## src/rtl/payment_pkg.sv

```systemverilog
// Shared types and constants for the payment stage: FSM states, coin codes and amount widths.
package payment_pkg;

    typedef enum logic [1:0] {
        ST_IDLE    = 2'd0,
        ST_COLLECT = 2'd1,
        ST_DONE    = 2'd2,
        ST_REFUND  = 2'd3
    } state_t;

    localparam int PRICE_W    = 5;
    localparam int CREDIT_W   = 6;
    localparam int CHANGE_W   = 3;
    localparam int COIN_VAL_W = 3;

    localparam logic [1:0] COIN_NONE = 2'b00;
    localparam logic [1:0] COIN_1    = 2'b01;
    localparam logic [1:0] COIN_2    = 2'b10;
    localparam logic [1:0] COIN_5    = 2'b11;

    localparam logic [COIN_VAL_W-1:0] COIN_1_VAL = 3'd1;
    localparam logic [COIN_VAL_W-1:0] COIN_2_VAL = 3'd2;
    localparam logic [COIN_VAL_W-1:0] COIN_5_VAL = 3'd5;

endpackage

```

## src/rtl/payment_collector_coin_decoder.sv

```systemverilog
// Combinational coin code to unit value decoder; code 00 decodes as not valid.
module coin_decoder
    import payment_pkg::*;
(
    input  logic [1:0]            code,
    output logic [COIN_VAL_W-1:0] value,
    output logic                  valid
);

    always_comb begin
        value = '0;
        valid = 1'b0;
        case (code)
            COIN_1: begin value = COIN_1_VAL; valid = 1'b1; end
            COIN_2: begin value = COIN_2_VAL; valid = 1'b1; end
            COIN_5: begin value = COIN_5_VAL; valid = 1'b1; end
            default: begin value = '0; valid = 1'b0; end
        endcase
    end

endmodule

```

## src/rtl/payment_collector.sv

```systemverilog
// Latches a price on Start, accumulates coins until covered, then pulses Paid/Change or Refund on cancel.
// All outputs registered, one cycle after the causing edge; PAYMENT_TIMEOUT_EN adds an idle-cycle auto-cancel.
module payment_collector
    import payment_pkg::*;
#(
    parameter int TIMEOUT_CYCLES = 1000
) (
    input  logic                Clk,
    input  logic                Reset_n,
    input  logic                Start,
    input  logic [PRICE_W-1:0]  ValueToPay,
    input  logic                CoinValid,
    input  logic [1:0]          CoinCode,
    input  logic                Cancel,
    output logic                Busy,
    output logic [PRICE_W-1:0]  Due,
    output logic                Paid,
    output logic [CHANGE_W-1:0] Change,
    output logic [PRICE_W-1:0]  Refund,
    output logic                RefundValid,
    output logic                CoinReject
);

    if (TIMEOUT_CYCLES < 1) begin : g_param_check
        $error("TIMEOUT_CYCLES must be at least 1");
    end

    state_t                state;
    logic [PRICE_W-1:0]    price;
    logic [CREDIT_W-1:0]   credit;
    logic [COIN_VAL_W-1:0] coin_val;
    logic                  coin_code_ok;
    logic                  coin_acc;
    logic [CREDIT_W-1:0]   credit_n;
    logic [PRICE_W-1:0]    due_n;
    logic [CHANGE_W-1:0]   change_n;
    logic                  timeout;

    coin_decoder u_coin_decoder (
        .code  (CoinCode),
        .value (coin_val),
        .valid (coin_code_ok)
    );

    assign coin_acc = CoinValid && coin_code_ok && (state == ST_COLLECT);
    assign credit_n = coin_acc ? credit + {{(CREDIT_W-COIN_VAL_W){1'b0}}, coin_val} : credit;
    // credit_n < price when due_n is used, and credit_n - price <= 4 when change_n is used,
    // so the narrowed arithmetic is exact.
    assign due_n    = price - credit_n[PRICE_W-1:0];
    assign change_n = credit_n[CHANGE_W-1:0] - price[CHANGE_W-1:0];

`ifdef PAYMENT_TIMEOUT_EN
    localparam int CNT_W = $clog2(TIMEOUT_CYCLES + 1);
    localparam logic [CNT_W-1:0] CNT_LAST = CNT_W'(TIMEOUT_CYCLES - 1);
    logic [CNT_W-1:0] idle_cnt;

    always_ff @(posedge Clk or negedge Reset_n) begin
        if (!Reset_n) begin
            idle_cnt <= '0;
        end else if (state != ST_COLLECT || coin_acc) begin
            idle_cnt <= '0;
        end else begin
            idle_cnt <= idle_cnt + CNT_W'(1);
        end
    end

    assign timeout = (state == ST_COLLECT) && !coin_acc && (idle_cnt == CNT_LAST);
`else
    assign timeout = 1'b0;
`endif

    always_ff @(posedge Clk or negedge Reset_n) begin
        if (!Reset_n) begin
            state       <= ST_IDLE;
            price       <= '0;
            credit      <= '0;
            Busy        <= 1'b0;
            Due         <= '0;
            Paid        <= 1'b0;
            Change      <= '0;
            Refund      <= '0;
            RefundValid <= 1'b0;
            CoinReject  <= 1'b0;
        end else begin
            Paid        <= 1'b0;
            Change      <= '0;
            Refund      <= '0;
            RefundValid <= 1'b0;
            CoinReject  <= CoinValid && !coin_acc;
            case (state)
                ST_IDLE: begin
                    if (Start) begin
                        price  <= ValueToPay;
                        credit <= '0;
                        if (ValueToPay == '0) begin
                            state <= ST_DONE;
                            Paid  <= 1'b1;
                        end else begin
                            state <= ST_COLLECT;
                            Busy  <= 1'b1;
                            Due   <= ValueToPay;
                        end
                    end
                end
                ST_COLLECT: begin
                    credit <= credit_n;
                    // A completing coin wins over a simultaneous cancel or timeout.
                    if (credit_n >= {1'b0, price}) begin
                        state  <= ST_DONE;
                        Paid   <= 1'b1;
                        Change <= change_n;
                        Busy   <= 1'b0;
                        Due    <= '0;
                    end else if (Cancel || timeout) begin
                        state       <= ST_REFUND;
                        RefundValid <= 1'b1;
                        Refund      <= credit_n[PRICE_W-1:0];
                        Busy        <= 1'b0;
                        Due         <= '0;
                    end else begin
                        Due <= due_n;
                    end
                end
                ST_DONE: begin
                    credit <= '0;
                    state  <= ST_IDLE;
                end
                default: begin
                    credit <= '0;
                    state  <= ST_IDLE;
                end
            endcase
        end
    end

endmodule

```

## config.mk

```make
export PLATFORM = sky130hd
export DESIGN_NAME = payment_collector
export DESIGN_NICKNAME = d
export VERILOG_FILES = /design/src/rtl/payment_pkg.sv /design/src/rtl/payment_collector_coin_decoder.sv /design/src/rtl/payment_collector.sv
export SDC_FILE = /design/constraint.sdc
export NUM_CORES = 1
export LEC_CHECK = 0
export BUFFER_PORTS_ARGS = -buffer_cell sky130_fd_sc_hd__buf_2
export CAP_MARGIN = 15
export CORE_MARGIN = 2
export CORE_UTILIZATION = 41
export CTS_CLUSTER_SIZE = 40
export DETAILED_ROUTE_END_ITERATION = 7
export PLACE_DENSITY_LB_ADDON = 0.12
export SYNTH_ARGS = -nofsm -noshare
export SYNTH_HDL_FRONTEND = slang
export SYNTH_SLANG_ARGS = --single-unit
```

## constraint.sdc

```tcl
create_clock -name Clk -period 6.9 [get_ports Clk]
set_input_delay 1.38 -clock Clk [delete_from_list [all_inputs] [get_ports Clk]]
set_output_delay 1.38 -clock Clk [all_outputs]
set_load 0.05 [all_outputs]
```

==> results.sh, run 1 <==
export IMPL_grt_max_degree=31
export IMPL_place_gp_congestion=0.9209
export IMPL_ant_nets=0
export IMPL_rsz0062_at_grt="no"
export IMPL_drive_above_1_share_pct=20.90
export IMPL_yosysUniqueCellTypes=37
export IMPL_hpwlAfterDp_um=2978
export IMPL_post_cts_buffers=0
export IMPL_antenna_found_initial=0
export IMPL_ys_ff_latch=30
export IMPL_yosys_top_cells_area="dfrtp_1, ha_1, a21oi_1"
export IMPL_remaining_drc_errors=0
export IMPL_wl_um=3965
export IMPL_fin_crit_ns=4.133
export IMPL_synth_commonest_cells="dfrtp_1, inv_1, nor2_1"
export IMPL_fill_cells=397
export IMPL_leakage_nw=0.9821
export IMPL_initial_utilization_pct=43.01
export IMPL_cts_resized=0
export IMPL_io_buffer_count=28
export IMPL_grt_usage_pct=18.04
export IMPL_layout_nets=227
export IMPL_vias=1362
export IMPL_clock_latency_ns=0.28
export IMPL_finalSetupTns_ns=0
export IMPL_ctsHoldBuffers=0
export IMPL_antenna_cells=0
export IMPL_syn_num_nets=201
export IMPL_fin_skew_ns=0.008709
export IMPL_outcome="finished clean"
export IMPL_hold_viol_final=0
export IMPL_syn_area_um2=1733
export IMPL_ys_seq_area_share_pct=43.32
export IMPL_ioPinCount=29
export IMPL_htreeDepth=2
export IMPL_cts_buffers=5
export IMPL_num_rows=23
export IMPL_cellPowerDensity_nw_per_um2=414.5
export IMPL_grt_pass1_wl_um=6727
export IMPL_area_growth_pct=13.21
export IMPL_syn_inst=174
export IMPL_cts_root_buf="clkbuf_8"
export IMPL_via_per_inst=5.426
export IMPL_clockBufferDepth=2
export IMPL_endpoint_kind="flop"
export IMPL_timing_final_crit_share_pct=59.90
export IMPL_critPathMaxFanout=7
export IMPL_first_pass_iters=4
export IMPL_maxSlewHeadroom_pct=51.14
export IMPL_synth_edf_count=0
export IMPL_cts_tree="yes"
export IMPL_cts_sinks=30
export IMPL_worstPathRequired_ns=7.01
export IMPL_wire_per_inst_um=15.80
export IMPL_hp_class="flop to flop"
export IMPL_yosysMostFrequentCell="dfrtp_1"
export IMPL_peakVddDrop_v=0.0002402
export IMPL_dieArea_um2=4762
export IMPL_fmax_mhz=241.9
export IMPL_core_area_um2=4029
export IMPL_grt_pass1_vias=1392
export IMPL_yosysWarningCount=0
export IMPL_maxCapViolCount=0
export IMPL_async_reset_ff_share_pct=100.0
export IMPL_die_w_um=69.01
export IMPL_startpoint_type="input pin"
export IMPL_multi_input_area_um2=864.6
export IMPL_avgSynthCellArea_um2=9.959
export IMPL_synth_main_ff_cell="dfrtp_1"
export IMPL_tightestPinTransition_ns=0.7252
export IMPL_synth_top_cell_by_area="dfrtp_1"
export IMPL_clk_pin_slew_ns=0.06
export IMPL_arrival_ns=4.25
export IMPL_slew_violations=0
export IMPL_worst_setup_path_type="input pin to flop"
export IMPL_drt_iter0_drc=69
export IMPL_die_h_um=69.01
export IMPL_fin_util_pct=48.70
export IMPL_ff_latch_area_um2=750.7
export IMPL_finalSetupViolations=0
export IMPL_grt_overflow_total=0
export IMPL_synth_top_area_share_pct=43.32
[worst max-delay path, cell delays in order]
cell and delay [ns]:
buf_2 0.12, nor2b_1 0.19, ha_1 0.27, a21o_1 0.17
a21oi_1 0.32, nor3_1 0.12, nor2_1 0.21, inv_1 0.07
ha_1 0.34, a21o_1 0.18, a211oi_1 0.35, and3_1 0.38
a311oi_2 0.15
[layer usage]
metal / up-vias / share of wire, % / global-route usage [%]
met2: 46 / 46 / 27.67
met4: 0 / 1.5 / 7.407
met5: - / 0 / 0
met3: 7 / 5.5 / 4.386
li1: 653 / - / -
met1: 656 / 47 / 24.42
[stage by stage]
| step | hold slack [ns] | setup WS (ns) | total power [mW] | instances | instance area (um2) |
|---|---|---|---|---|---|
| 2_1_floorplan | 0.5080 | 3.016 | 0.5903 | 174 | 1733 |
| 3_3_place_gp | 0.5006 | 2.673 | 0.6646 | 243 | 1871 |
| 3_5_place_dp | 0.5051 | 2.503 | 0.6688 | 243 | 1871 |
| 4_1_cts | 0.5278 | 2.774 | 0.8167 | 251 | 1962 |
| 5_1_grt | 0.5455 | 2.508 | 0.8764 | 251 | 1962 |
| 6_report | 0.5253 | 2.767 | 0.8133 | 251 | 1962 |
[power by group]
group	total (mW)	internal, mW	switching [mW]
registers	0.280	0.223	0.0571
clock network	0.143	0.0803	0.0631
logic	0.390	0.130	0.260
[cells by family after synthesis]
family | after synthesis | synth area share, %
and+or+nand+nor | 53 | 16.10
AOI/OAI and AO/OA | 44 | 16.68
DFF | 30 | 43.32
buffers and inverters | 23 | 6.786
adders and majority gates | 15 | 12.13
xor gates and xnor gates | 6 | 3.032
muxes | 3 | 1.949
[flip-flops by register name, indices dropped and copies added, names as in the netlist]
| signal | cells |
|---|---|
| state | 2 |
| Change | 3 |
| Busy | 1 |
| Refund | 5 |
| Due | 5 |
| CoinReject | 1 |
| credit | 6 |
| price | 5 |
| Paid | 1 |
| RefundValid | 1 |
[cell usage in the layout (no fill, tap or decap), types with 4 or more instances in the layout]
cell type	count
xor2_1	6
nor3b_1	4
nor3_1	5
a21o_1	5
a21oi_1	12
dfrtp_1	30
buf_2	28
a22oi_1	5
clkbuf_8	6
inv_1	14
o21ai_0	11
nand2_1	13
nor2_1	14
ha_1	12
o221ai_1	4
[layout make-up]
class | instances | area share, %
timing repair buffer | 28 | 7.143
clock inverter | 1 | 0.2551
sequential | 30 | 38.27
multi-input combinational | 121 | 44.07
clock buffer | 7 | 4.401
tap | 50 | 3.189
inverter | 14 | 2.679
[worst paths after layout]
path / from / cells past startpoint / slack, ns / end
min reg2reg: Due[0] / 2 / 0.53 / Due[0]
max reg2reg: state[0] / 10 / 3.50 / state[1]
min in group asynchronous: Reset_n / 1 / 1.13 / Refund[3]
max in group asynchronous: Reset_n / 1 / 5.34 / credit[3]
min: Due[0] / 2 / 0.53 / Due[0]
max: CoinCode[0] / 13 / 2.77 / state[1]
(Power assumes the default switching activity.)
==> run 2: changes to the inputs <==
Settings changed: ABC_AREA set to 1.
Clock period 6.9 ns to 3.65 ns, I/O delays scaled along.
==> results.sh, run 2 <==
export IMPL_outcome="finished clean"
export IMPL_ys_seq_area_share_pct=43.67
export IMPL_ys_ff_latch=30
export IMPL_remaining_drc_errors=0
export IMPL_dieArea_um2=4727
export IMPL_finalSetupTns_ns=0
export IMPL_leakage_nw=1.079
export IMPL_peakVddDrop_v=0.0003132
export IMPL_hold_viol_final=0
export IMPL_vias=1233
export IMPL_antenna_cells=0
export IMPL_drt_iter0_drc=60
export IMPL_dr_wl_met3_um=127
export IMPL_cellPowerDensity_nw_per_um2=793.4
export IMPL_fin_skew_ns=0.005046
export IMPL_synth_commonest_cells="dfrtp_1, inv_1, nand2_1"
export IMPL_top_layer_used="met4"
export IMPL_fin_crit_ns=2.947
export IMPL_timing_rr_end="state[1]"
export IMPL_cp_endpoint="state[1]"
export IMPL_grt_overflow_total=0
export IMPL_area_growth_pct=16.81
export IMPL_wl_um=3509
export IMPL_syn_num_nets=209
export IMPL_critical_path_slowest_cell="ha_1"
export IMPL_io_buffer_count=28
export IMPL_maxSlewHeadroom_pct=55.16
export IMPL_ioPinCount=29
export IMPL_htreeDepth=2
export IMPL_layout_cells_most_common="dfrtp_1"
export IMPL_worst_setup_path_type="input pin to flop"
export IMPL_rsz0062_at_grt="no"
export IMPL_slew_violations=0
export IMPL_syn_inst=182
export IMPL_cts_root_buf="clkbuf_8"
export IMPL_die_h_um=68.76
export IMPL_fill_cells=391
export IMPL_endpoint_kind="flop"
export IMPL_fmax_mhz=339.3
export IMPL_timing_final_crit_share_pct=80.74
export IMPL_drive_above_1_share_pct=26.73
export IMPL_maxCapViolCount=0
export IMPL_yosysUniqueCellTypes=29
export IMPL_core_area_um2=4029
export IMPL_startpoint_type="input pin"
export IMPL_startpoint="CoinCode[0]"
export IMPL_cts_resized=0
export IMPL_finalSetupViolations=0
export IMPL_yosysMostFrequentCell="dfrtp_1"
export IMPL_clk_pin_slew_ns=0.06
export IMPL_synth_main_ff_cell="dfrtp_1"
export IMPL_largest_register_ffs=6
export IMPL_initial_utilization_pct=42.67
export IMPL_synth_top_cell_by_area="dfrtp_1"
export IMPL_die_w_um=68.76
export IMPL_layout_nets=243
export IMPL_grt_pass1_wl_um=5996
export IMPL_via_per_inst=4.618
export IMPL_syn_area_um2=1719
export IMPL_hp_class="input pin to asynchronous set/reset pin"
export IMPL_async_reset_ff_share_pct=100.0
export IMPL_num_rows=23
export IMPL_cts_sinks=30
export IMPL_stdcell_area_um2=2008
export IMPL_hpwlAfterDp_um=2718
export IMPL_cp_slowest_stage_delay_ns=0.35
export IMPL_grt_pass1_vias=1284
export IMPL_place_gp_congestion=0.7709
export IMPL_yosys_top_cells_area="dfrtp_1, ha_1, inv_1"
export IMPL_yosysWarningCount=0
export IMPL_clock_latency_ns=0.28
export IMPL_first_pass_iters=4
export IMPL_fin_ws_ns=0.7031
export IMPL_critPathMaxFanout=7
export IMPL_cts_tree="yes"
export IMPL_place_area_um2=1917
export IMPL_arrival_ns=3.13
export IMPL_worstPathRequired_ns=3.83
export IMPL_rr_worst_depth=14
export IMPL_grt_usage_pct=17.84
export IMPL_avgSynthCellArea_um2=9.446
export IMPL_synth_top_area_share_pct=43.67
export IMPL_ant_nets=0
export IMPL_tightestPinTransition_ns=0.6726
export IMPL_post_cts_buffers=0
export IMPL_clockBufferDepth=2
export IMPL_ctsHoldBuffers=0
export IMPL_hold_ws_ns=0.4763
export IMPL_pre_cts_ws_ns=0.4183
export IMPL_antenna_found_initial=0
export IMPL_wire_per_inst_um=13.14
export IMPL_cp_cell_sequence="buf_2 > nand2_1 > inv_1 > ha_1 > a21oi_1 > nand2_1 > nand2_1 > xor2_1 > inv_1 > ha_1 > a21oi_1 > nand2_1 > a21oi_4 > nand3_4 > nand3_1 > inv_1"
export IMPL_layout_common_cells="dfrtp_1, inv_1, buf_2"
export IMPL_rr_startpoint="credit[0]"
export IMPL_r2r_slack_ns=0.94
export IMPL_crit_top_cell="nand2_1"
export IMPL_synth_edf_count=0
export IMPL_top_register="credit"
export IMPL_grt_max_degree=31
export IMPL_met1Wirelength_um=1619
export IMPL_wl_met2_um=1704
export IMPL_cts_buffers=5
run 2: cell count changes in the layout (fill, tap and decap cells not counted), moves of 4 or more:
cell      before  now
o21ai_1        0    7
a22oi_1        5    0
inv_1         14   29
nor3b_1        4    0
nand3_1        1    6
nor3_1         5    1
nand2_1       13   24
a21oi_1       12    8
o221ai_1       4    0
a21o_1         5    0
nor2_4         0    5
o21ai_0       11    7
run 2: layer usage:
| layer | vias up | global-route usage (%) |
|---|---|---|
| li1 | 643 | - |
| met1 | 565 | 22.62 |
| met2 | 20 | 29.21 |
| met3 | 5 | 4.708 |
| met4 | 0 | 6.618 |
| met5 | - | 0 |
run 2: how the worst min path moves through the flow:
| stage | startpoint | endpoint | depth (start not counted) |
|---|---|---|---|
| global placement | Busy | Busy | 2 |
| global route | Busy | Busy | 2 |
| floorplan | Reset_n | Busy | 0 |
| CTS | Busy | Busy | 2 |
| detailed placement | Busy | Busy | 2 |
| finish | Reset_n | Due[3] | 1 |
run 2: cell type report:
type / count / area, um2 / share of cell area [%]
clock buffers: 7 / 86.33 / 4.299
clock inverters: 1 / 5.005 / 0.2492
flip-flops and latches: 30 / 750.7 / 37.38
inverters: 32 / 120.1 / 5.981
repair buffers: 28 / 140.1 / 6.978
well taps: 50 / 62.56 / 3.115
multi-input cells: 119 / 843.3 / 41.99
run 2: worst max-delay path: cells and delay by family:
family / cells / cell delay [ns]
AO/OA/AOI/OAI: 3 / 0.52
XOR/XNOR: 1 / 0.31
adder cells (fa/ha/maj): 2 / 0.66
buffers and inverters: 4 / 0.29
AND/OR/NAND/NOR: 6 / 0.60
run 2: kinds of logic (layout without fill, tap and decap cells):
logic type,after synthesis,in the layout,share of synthesized area (%)
adder cells (fa/ha/maj),15,15,12.23
AO/OA/AOI/OAI,35,35,12.52
flip-flops,30,30,43.67
buffers and inverters,33,68,7.277
AND/OR/NAND/NOR,62,62,20.74
XOR/XNOR,7,7,3.566
run 2: power breakdown:
part | internal [mW] | switching (mW) | total, mW
clock | 0.152 | 0.121 | 0.272
sequential | 0.423 | 0.0551 | 0.478
combinational | 0.264 | 0.578 | 0.843
run 2: per-stage QoR:
stage                     std cells  util, %  power [mW]
after floorplan                 182        -       1.140
after global placement          259    47.58       1.320
after detailed placement        259    47.58       1.328
after CTS                       267    49.84       1.613
after global routing            267    49.84       1.734
final                           267    49.84       1.593
==> run 3: changes to the inputs <==
Clock period 3.65 ns to 2.7 ns, I/O delays scaled along.
==> results.sh, run 3 (synthesized netlist as in run 2, its figures left out) <==
export IMPL_outcome="finished clean"
export IMPL_fin_skew_ns=0.007624
export IMPL_cts_buffers=5
export IMPL_endpoint_kind="flop"
export IMPL_fmax_mhz=390.9
export IMPL_place_area_um2=2052
export IMPL_layout_nets=263
export IMPL_largest_register_ffs=6
export IMPL_drive_above_1_share_pct=39.66
export IMPL_io_buffer_count=28
export IMPL_finalNonFillerCells=287
export IMPL_startpoint_type="flop"
export IMPL_antenna_cells=0
export IMPL_ctsHoldBuffers=0
export IMPL_fill_cells=374
export IMPL_fin_crit_ns=2.558
export IMPL_htreeDepth=2
export IMPL_hpwlAfterDp_um=2845
export IMPL_die_w_um=68.76
export IMPL_clockBufferDepth=2
export IMPL_finalSetupTns_ns=0
export IMPL_drt_iter0_drc=47
export IMPL_ioPinCount=29
export IMPL_arrival_ns=2.72
export IMPL_grt_pass1_wl_um=6223
export IMPL_pre_cts_ws_ns=-0.1870
export IMPL_die_h_um=68.76
export IMPL_clk_pin_slew_ns=0.07
export IMPL_stdcell_area_um2=2241
export IMPL_cp_cell_sequence="ha_2 > fa_1 > inv_1 > o21a_4 > inv_2 > buf_4 > buf_4 > fa_1 > o21ai_0 > xnor2_1 > o21ai_1"
export IMPL_grt_max_degree=31
export IMPL_slew_violations=0
export IMPL_wire_per_inst_um=13.18
export IMPL_tightestPinTransition_ns=0.6963
export IMPL_cts_root_buf="clkbuf_8"
export IMPL_worstPathRequired_ns=2.87
export IMPL_clock_latency_ns=0.28
export IMPL_place_gp_congestion=0.7641
export IMPL_grt_usage_pct=18.35
export IMPL_wl_um=3783
export IMPL_remaining_drc_errors=0
export IMPL_dp_cells=277
export IMPL_via_per_inst=4.847
export IMPL_ant_nets=0
export IMPL_leakage_nw=1.184
export IMPL_vias=1391
export IMPL_fin_ws_ns=0.1415
export IMPL_dieArea_um2=4727
export IMPL_layout_cells_most_common="dfrtp_1"
export IMPL_timing_final_crit_share_pct=94.76
export IMPL_hp_class="input pin to asynchronous set/reset pin"
export IMPL_antenna_found_initial=0
export IMPL_grt_overflow_total=0
export IMPL_layout_common_cells="dfrtp_1, inv_1, buf_2"
export IMPL_cts_sinks=30
export IMPL_num_rows=23
export IMPL_critPathMaxFanout=4
export IMPL_hold_ws_ns=0.2999
export IMPL_grt_pass1_vias=1388
export IMPL_maxSlewHeadroom_pct=53.58
export IMPL_critical_path_slowest_cell="fa_1"
export IMPL_initial_utilization_pct=42.67
export IMPL_peakVddDrop_v=0.0005667
export IMPL_worst_setup_path_type="flop to flop"
export IMPL_area_growth_pct=30.35
export IMPL_hold_viol_final=0
export IMPL_finalSetupViolations=0
export IMPL_maxCapViolCount=0
export IMPL_cellPowerDensity_nw_per_um2=1066
export IMPL_top_register="credit"
export IMPL_first_pass_iters=4
export IMPL_cts_tree="yes"
export IMPL_core_area_um2=4029
export IMPL_p_total_mw=2.390
export IMPL_cp_slowest_stage_delay_ns=0.43
export IMPL_fin_util_pct=55.62
[run 3: changes by cell type in the layout (fill, tap and decap cells not counted), moves of 3 or more]
cell | previous run | this run
o21ai_2 | 2 | 5
o21ai_1 | 7 | 4
ha_1 | 12 | 9
buf_4 | 0 | 20
[run 3: cell type report]
cell class / count / area, um2 / area share, %
clock inverter: 1 / 5.005 / 0.2233
sequential: 30 / 750.7 / 33.50
inverter: 32 / 120.1 / 5.360
multi-input combinational: 119 / 925.9 / 41.32
tap: 50 / 62.56 / 2.792
timing repair buffer: 48 / 290.3 / 12.95
clock buffer: 7 / 86.33 / 3.853
[run 3: worst max-delay path, delay by kind of cell (launching register included)]
| family | cells | cell delay (ns) |
|---|---|---|
| AO/OA/AOI/OAI | 3 | 0.46 |
| buffers and inverters | 4 | 0.37 |
| adder cells (fa/ha/maj) | 3 | 1.04 |
| XOR/XNOR | 1 | 0.15 |
| flip-flops | 1 | 0.41 |
[run 3: worst paths after layout]
kind	start	to	slack, ns	cells after the start
worst max-delay path	credit[0]	Due[4]	0.14	11
worst min-delay path	Reset_n	price[3]	0.30	1
worst max register to register	credit[0]	Due[4]	0.14	11
worst min register to register	Busy	Busy	0.48	2
max in group asynchronous	Reset_n	credit[4]	1.95	1
min in group Clk	Busy	Busy	0.48	2
[run 3: what timing repair did]
action                     CTS  global route
setup endpoints to repair    0            18
gates resized for setup      0            17
setup buffers                0             2
[run 3: power breakdown]
part           switching [mW]  internal (mW)  leakage [nW]
Sequential             0.0751          0.572         0.397
Clock                   0.166          0.205        0.0482
Combinational           0.854          0.517         0.738
[run 3: metal layers]
layer	GRT usage [%]	wire length, um
met1	22.43	1664
met4	5.882	52
met3	5.357	154
met2	31.13	1911
met5	0	0
